===== src/rtl/jtframe_romrq_pkg.sv =====
// Shared types and constants for the jtframe_romrq ROM request client.
package jtframe_romrq_pkg;

    localparam int unsigned ROMRQ_SDRAM_AW = 22;
    localparam int unsigned ROMRQ_TAG_W    = 32;
    localparam int unsigned ROMRQ_DATA_W   = 32;

    typedef enum logic [1:0] {
        IDLE = 2'd0,
        REQ  = 2'd1,
        WAIT = 2'd2
    } romrq_st_t;

    // Tags are stored zero-extended so the struct does not depend on AW
    typedef struct packed {
        logic                    valid;
        logic [ROMRQ_TAG_W-1:0]  tag;
        logic [ROMRQ_DATA_W-1:0] data;
    } romrq_line_t;

endpackage


===== src/rtl/jtframe_romrq_line.sv =====
// One 32-bit ROM line: storage, tag compare and sub-word select.
module jtframe_romrq_line
    import jtframe_romrq_pkg::*;
#(
    parameter int unsigned DW = 8,
    parameter int unsigned SW = 2
)(
    input  logic                     clk,
    input  logic                     rst,
    input  logic                     clr,
    input  logic                     we,
    input  logic [ROMRQ_TAG_W-1:0]   wtag,
    input  logic [ROMRQ_DATA_W-1:0]  wdata,
    input  logic [ROMRQ_TAG_W-1:0]   tag,
    input  logic [SW-1:0]            sub,
    output logic                     hit_c,
    output logic [DW-1:0]            rd_c
);

    romrq_line_t line_q;

    always_ff @(posedge clk) begin
        if (rst) begin
            line_q <= '0;
        end else if (clr) begin
            line_q.valid <= 1'b0;
        end else if (we) begin
            line_q.valid <= 1'b1;
            line_q.tag   <= wtag;
            line_q.data  <= wdata;
        end
    end

    assign hit_c = line_q.valid && (line_q.tag == tag);
    // Sub-word k sits at bit k*DW; low addresses are the low bits
    assign rd_c  = DW'(line_q.data >> (32'(sub) * DW));

endmodule


===== src/rtl/jtframe_romrq.sv =====
// Game-side ROM request client with a zero-latency line buffer in front of SDRAM.
// Define JTFRAME_ROMRQ_2LINE_EN for two lines with round-robin replacement.
module jtframe_romrq
    import jtframe_romrq_pkg::*;
#(
    parameter int unsigned              AW     = 18,
    parameter int unsigned              DW     = 8,
    parameter logic [ROMRQ_SDRAM_AW-1:0] OFFSET = 22'h0
)(
    input  logic                      clk_rom,
    input  logic                      rst,
    input  logic                      downloading,
    input  logic [AW-1:0]             addr,
    input  logic                      addr_ok,
    output logic [DW-1:0]             dout,
    output logic                      data_ok,
    output logic                      sdram_req,
    output logic [ROMRQ_SDRAM_AW-1:0] sdram_addr,
    input  logic                      sdram_ack,
    input  logic [ROMRQ_DATA_W-1:0]   data_read,
    input  logic                      data_rdy
);

    localparam int unsigned N     = 32 / DW;
    localparam int unsigned LOG2N = $clog2(N);
    localparam int unsigned SW    = (LOG2N == 0) ? 1 : LOG2N;
`ifdef JTFRAME_ROMRQ_2LINE_EN
    localparam int unsigned NL    = 2;
`else
    localparam int unsigned NL    = 1;
`endif

    romrq_st_t                 st, st_nx;
    logic                      req_nx;
    logic [ROMRQ_SDRAM_AW-1:0] addr_nx;
    logic [ROMRQ_TAG_W-1:0]    ltag, ltag_nx;
    logic [ROMRQ_TAG_W-1:0]    tag_c;
    logic [SW-1:0]             sub_c;
    logic                      fill_c;
    logic                      hit_c;
    logic [NL-1:0]             we_c;
    logic [NL-1:0]             hit_v;
    logic [DW-1:0]             rd_v [NL];
    logic [DW-1:0]             sel_c;
    logic [DW-1:0]             dout_q;

    assign tag_c = ROMRQ_TAG_W'(addr >> LOG2N);
    assign sub_c = SW'(addr & AW'(N - 1));

    for (genvar g = 0; g < NL; g++) begin : g_line
        jtframe_romrq_line #(.DW(DW), .SW(SW)) u_line (
            .clk   (clk_rom),
            .rst   (rst),
            .clr   (downloading),
            .we    (we_c[g]),
            .wtag  (ltag),
            .wdata (data_read),
            .tag   (tag_c),
            .sub   (sub_c),
            .hit_c (hit_v[g]),
            .rd_c  (rd_v[g])
        );
    end

`ifdef JTFRAME_ROMRQ_2LINE_EN
    logic ptr;

    // Round-robin victim pointer, advances on every fill
    always_ff @(posedge clk_rom) begin
        if (rst)         ptr <= 1'b0;
        else if (fill_c) ptr <= ~ptr;
    end

    assign we_c = {fill_c & ptr, fill_c & ~ptr};
`else
    assign we_c = fill_c;
`endif

    always_comb begin
        sel_c = '0;
        for (int i = 0; i < int'(NL); i++) begin
            if (hit_v[i]) sel_c = rd_v[i];
        end
    end

    assign hit_c   = addr_ok && (|hit_v);
    assign data_ok = hit_c && !downloading;
    // Hits pass straight through; otherwise the last served word is held
    assign dout    = hit_c ? sel_c : dout_q;

    always_ff @(posedge clk_rom) begin
        if (rst) begin
            st         <= IDLE;
            sdram_req  <= 1'b0;
            sdram_addr <= '0;
            ltag       <= '0;
            dout_q     <= '0;
        end else begin
            st         <= st_nx;
            sdram_req  <= req_nx;
            sdram_addr <= addr_nx;
            ltag       <= ltag_nx;
            dout_q     <= dout;
        end
    end

    always_comb begin
        st_nx   = st;
        req_nx  = sdram_req;
        addr_nx = sdram_addr;
        ltag_nx = ltag;
        fill_c  = 1'b0;
        case (st)
            IDLE: begin
                if (addr_ok && !hit_c && !downloading) begin
                    ltag_nx = tag_c;
                    addr_nx = ROMRQ_SDRAM_AW'(32'(OFFSET) + (tag_c << 1));
                    req_nx  = 1'b1;
                    st_nx   = REQ;
                end
            end
            REQ: begin
                if (downloading) begin
                    req_nx = 1'b0;
                    st_nx  = IDLE;
                end else if (sdram_ack) begin
                    req_nx = 1'b0;
                    if (data_rdy) begin
                        fill_c = 1'b1;
                        st_nx  = IDLE;
                    end else begin
                        st_nx  = WAIT;
                    end
                end
            end
            WAIT: begin
                if (downloading) begin
                    st_nx = IDLE;
                end else if (data_rdy) begin
                    fill_c = 1'b1;
                    st_nx  = IDLE;
                end
            end
            default: st_nx = IDLE;
        endcase
    end

endmodule

===== config.mk =====
export PLATFORM = sky130hd
export DESIGN_NAME = jtframe_romrq
export DESIGN_NICKNAME = d
export VERILOG_FILES = /design/src/rtl/jtframe_romrq_pkg.sv /design/src/rtl/jtframe_romrq_line.sv /design/src/rtl/jtframe_romrq.sv
export SDC_FILE = /design/constraint.sdc
export NUM_CORES = 1
export LEC_CHECK = 0
export ABC_AREA = 1
export CORE_MARGIN = 1
export CORE_UTILIZATION = 45
export DETAILED_ROUTE_END_ITERATION = 8
export GPL_ROUTABILITY_DRIVEN = 0
export HOLD_SLACK_MARGIN = 0.1
export PLACE_DENSITY_LB_ADDON = 0.25
export SYNTH_ARGS = -nofsm -noshare
export SYNTH_HDL_FRONTEND = slang
export SYNTH_SLANG_ARGS = --single-unit
export TNS_END_PERCENT = 5

===== constraint.sdc =====
create_clock -name clk_rom -period 1.9 [get_ports clk_rom]
set_input_delay 0.38 -clock clk_rom [delete_from_list [all_inputs] [get_ports clk_rom]]
set_output_delay 0.38 -clock clk_rom [all_outputs]
set_load 0.03 [all_outputs]

==> impl_results.md, run 1 <==
* Outcome: complete, but fails checks
* Violations in the final reports: setup timing
* Placed cell area at 0.004736 mm²
* Part of the power in the clock network at 29.4%
* Worst reg-to-reg setup slack at -0.18 ns
* DIE AREA at 0.008216 mm²
* Final clock skew at 0.008026 ns
* Number of cells traversed by the worst register-to-register path at 16
* Detail Placement HPWL at 6.537 mm
* Place WS at -0.7001 ns
* Number of input and output port buffers inserted at 81
* Fin crit period at 2.294 ns
* Leading cell type in the layout, fill and taps excluded: sky130_fd_sc_hd__nor2_1
* Remaining global-route overflow at 0
* Total vias in the final route at 3675
* Routed length per instance at 13.30 µm
* Max-slew violation total from the final report at 0
* First-pass GRT wire length at 16.29 mm
* RR Endpoint: g_line[0].u_line.line_q[42]
* Via count of the first global-routing pass at 3474
* Sequential-to-total area share from yosys stat at 43.03%
* Number of library cell types mapped by synthesis at 30
* Number of max-cap violations at 0
* Die span in x at 90.64 µm
* Critical path data arrival time at 1.91 ns
* Initial cell density of the core at 47.73%
* CP Launch Point: g_line[0].u_line.line_q[44]
* Clock H-tree levels at 3
* RSZ-0062 raised after global routing: true
* Die Y at 90.64 µm
* Placement row count at 31
* Number of antenna violations at the first check in global routing at 0
* HP Class: in -> reg
* Number of DRC markers in iteration 0 at 188
* Startpoint class of the critical path: flop
* Largest net degree at the start of global routing at 46
* Buffer type at the clock tree root: sky130_fd_sc_hd__clkbuf_8
* Worst voltage drop across the vdd grid at 0.4677 mV
* Cell area after layout at 0.005391 mm²
* Total track usage at 24.61%
* Number of placed I/O pins at 88
* Post-route DRC violation count at 0
* Number of diodes added for antenna fixing at 0
* Clk slew on worst S/H paths at 0.08 ns
* Combined area of all synthesized cells at 0.003536 mm²
* Endpoints failing setup at 10
* Reg2Reg Launch Point: g_line[0].u_line.line_q[42]
* Post-synthesis register bit count at 76
* Switching Share at 31.84%
* Final period util at 120.7%
* Skew-Pair Late Insertion Delay at 0.35 ns
* Endpoint class of the critical path: primary output
* Top library cells by usage in the layout, fill and taps aside: sky130_fd_sc_hd__nor2_1 (109), sky130_fd_sc_hd__dfxtp_1 (66), sky130_fd_sc_hd__buf_4 (62), sky130_fd_sc_hd__o21ai_0 (59), sky130_fd_sc_hd__inv_1 (56)
* Mean cell area of the mapped netlist at 7.100 µm²
* Post-route worst setup slack at -0.3939 ns
* End point of the critical path: dout[3]
* Synthesized instance count at 498
* Int Pwr at 3.119 mW
* Synth-to-Final Area Change at 52.48%
* Number of buffers inserted during clock tree synthesis at 9
* Peak Freq at 435.9 MHz
* Share of cells above drive strength 1 at 25.47%
* Static Leak at 2.280 nW
* Number of buffers inserted for hold repair after clock tree synthesis at 0
* Number of nets in the layout at 698
* Power density relative to cell area at 848.7 mW/mm²
* Part of the power in combinational logic at 29.4%
* CTS tree: built
* Data required time at the worst endpoint at 1.52 ns
* YS warnings at 0
* Final hold violation count at 0
* Biggest fanout along the worst timing path at 8
* Core Region at 0.007408 mm²
* Switching component of the power at 1.457 mW
* Total clock sinks at 76
* Start-to-end type of the worst setup path: reg -> out
* Post-route ant nets at 0
* Final Routed Wirelength at 9.883 mm
* Sequential share of power at 41.2%
* First drt pass iteration count at 7
* Via-to-Cell Ratio at 4.946
* Number of buffers on the longest clock path at 2
synth_stat cells (all sizes together):
| cell | count | share of area, % |
|---|---|---|
| nand3 | 9 | 1.8 |
| clkbuf | 17 | 1.8 |
| o32ai | 8 | 2.0 |
| nor4 | 2 | 0.35 |
| a21oi | 44 | 6.2 |
| ha | 3 | 1.1 |
| inv | 63 | 6.7 |
| or2 | 1 | 0.18 |
| nand4 | 6 | 1.1 |
| a31o | 1 | 0.25 |
| o2111ai | 1 | 0.25 |
| buf | 16 | 3.3 |
| dfxtp | 76 | 43 |
| xnor2 | 2 | 0.50 |
| conb | 1 | 0.11 |
| nor2 | 118 | 13 |
| o21ai | 74 | 10 |
| nand2 | 46 | 4.9 |
| a21o | 1 | 0.21 |
| a21boi | 1 | 0.21 |
| a211oi | 8 | 2.3 |
critical path, stage by stage (launching register included):
cell and delay [ns]:
sky130_fd_sc_hd__dfxtp_2 0.33, sky130_fd_sc_hd__inv_1 0.04, sky130_fd_sc_hd__nand2_1 0.08, sky130_fd_sc_hd__nand2_2 0.08, sky130_fd_sc_hd__nor2_4 0.11, sky130_fd_sc_hd__nand2_2 0.07, sky130_fd_sc_hd__nor2_4 0.10, sky130_fd_sc_hd__nand3_4 0.10
sky130_fd_sc_hd__nor2_8 0.16, sky130_fd_sc_hd__buf_12 0.15, sky130_fd_sc_hd__nor2_4 0.04, sky130_fd_sc_hd__a21oi_2 0.14, sky130_fd_sc_hd__buf_6 0.15
kinds of logic after synthesis:
group / after synthesis / synth area share (%)
adders and majority gates: 3 / 1.062
buffers and inverters: 96 / 11.78
and+or+nand+nor: 182 / 21.66
other: 1 / 0.1061
xor gates and xnor gates: 2 / 0.4955
AOI/OAI and AO/OA: 138 / 21.87
DFF: 76 / 43.03
worst min-delay path by stage:
stage,from,to,slack [ns],cells past startpoint
floorplan,g_line[0].u_line.line_q[36],g_line[0].u_line.line_q[36],0.44,2
global placement,ltag[12],ltag[12],0.45,2
detailed placement,ltag[12],ltag[12],0.45,2
CTS,addr[2],ltag[0],0.46,3
global route,g_line[0].u_line.line_q[44],g_line[0].u_line.line_q[44],0.49,2
finish,addr[3],ltag[1],0.46,3
routing by layer:
layer	part of all wire, %	track usage [%]	vias up
li1	-	-	1882
met1	47	33.32	1672
met2	46	39.90	106
met3	4.6	3.620	15
met4	1.6	8.468	0
met5	0	0	-
flip-flops by register name (all words and copies together), names as in the netlist:
name / count
g_line.u_line.line_q: 49
dout_q: 8
st: 2
ltag: 16
sdram_req: 1
cell type report:
cell class / instances / area (µm²)
inverters: 63 / 236.5
multi-input cells: 331 / 1780
clock buffers: 9 / 123.9
clock inverters: 7 / 91.34
repair buffers: 158 / 1501
fillers: 566 / 2017
flip-flops and latches: 76 / 1534
well taps: 99 / 123.9
through the flow:
| stage | cells | hold slack (ns) | util, % | TNS (ns) | power, mW |
|---|---|---|---|---|---|
| 6_report | 743 | 0.4597 | 72.77 | -3.281 | 4.576 |
| 5_1_grt | 743 | 0.4853 | 72.77 | -4.250 | 4.844 |
| 4_1_cts | 739 | 0.4638 | 70.43 | -4.386 | 4.526 |
| 3_5_place_dp | 701 | 0.4518 | 63.93 | -10.92 | 3.145 |
| 3_3_place_gp | 701 | 0.4460 | 63.93 | -9.692 | 3.111 |
| 2_1_floorplan | 503 | 0.4415 | - | -1.022 | 2.642 |
power groups by stage:
stage	clock network (mW)	registers (mW)	logic, mW
6_report	1.35	1.88	1.35
5_1_grt	1.46	1.91	1.48
4_1_cts	1.36	1.88	1.28
3_5_place_dp	0	1.91	1.23
3_3_place_gp	0	1.91	1.20
2_1_floorplan	0	2.03	0.611
repair_timing:
| action | 4_1_cts | 5_1_grt |
|---|---|---|
| buffers inserted | 21 | 5 |
| pin swaps | 11 | 13 |
| cloned | 1 | 0 |
| setup endpoints to repair | 12 | 10 |
| gates resized for setup | 43 | 50 |
Power figures use the tool's default switching activity.
==> inputs of run 2 (changes only) <==
--- a/config.mk
+++ b/config.mk
@@ -8,6 +8,7 @@
 export ABC_AREA = 1
 export CORE_MARGIN = 1
 export CORE_UTILIZATION = 45
+export CTS_CLUSTER_SIZE = 12
 export DETAILED_ROUTE_END_ITERATION = 8
 export GPL_ROUTABILITY_DRIVEN = 0
 export HOLD_SLACK_MARGIN = 0.1
==> results of run 2 <==
The final DEF is identical to that of run 1; final timing and power are the same.
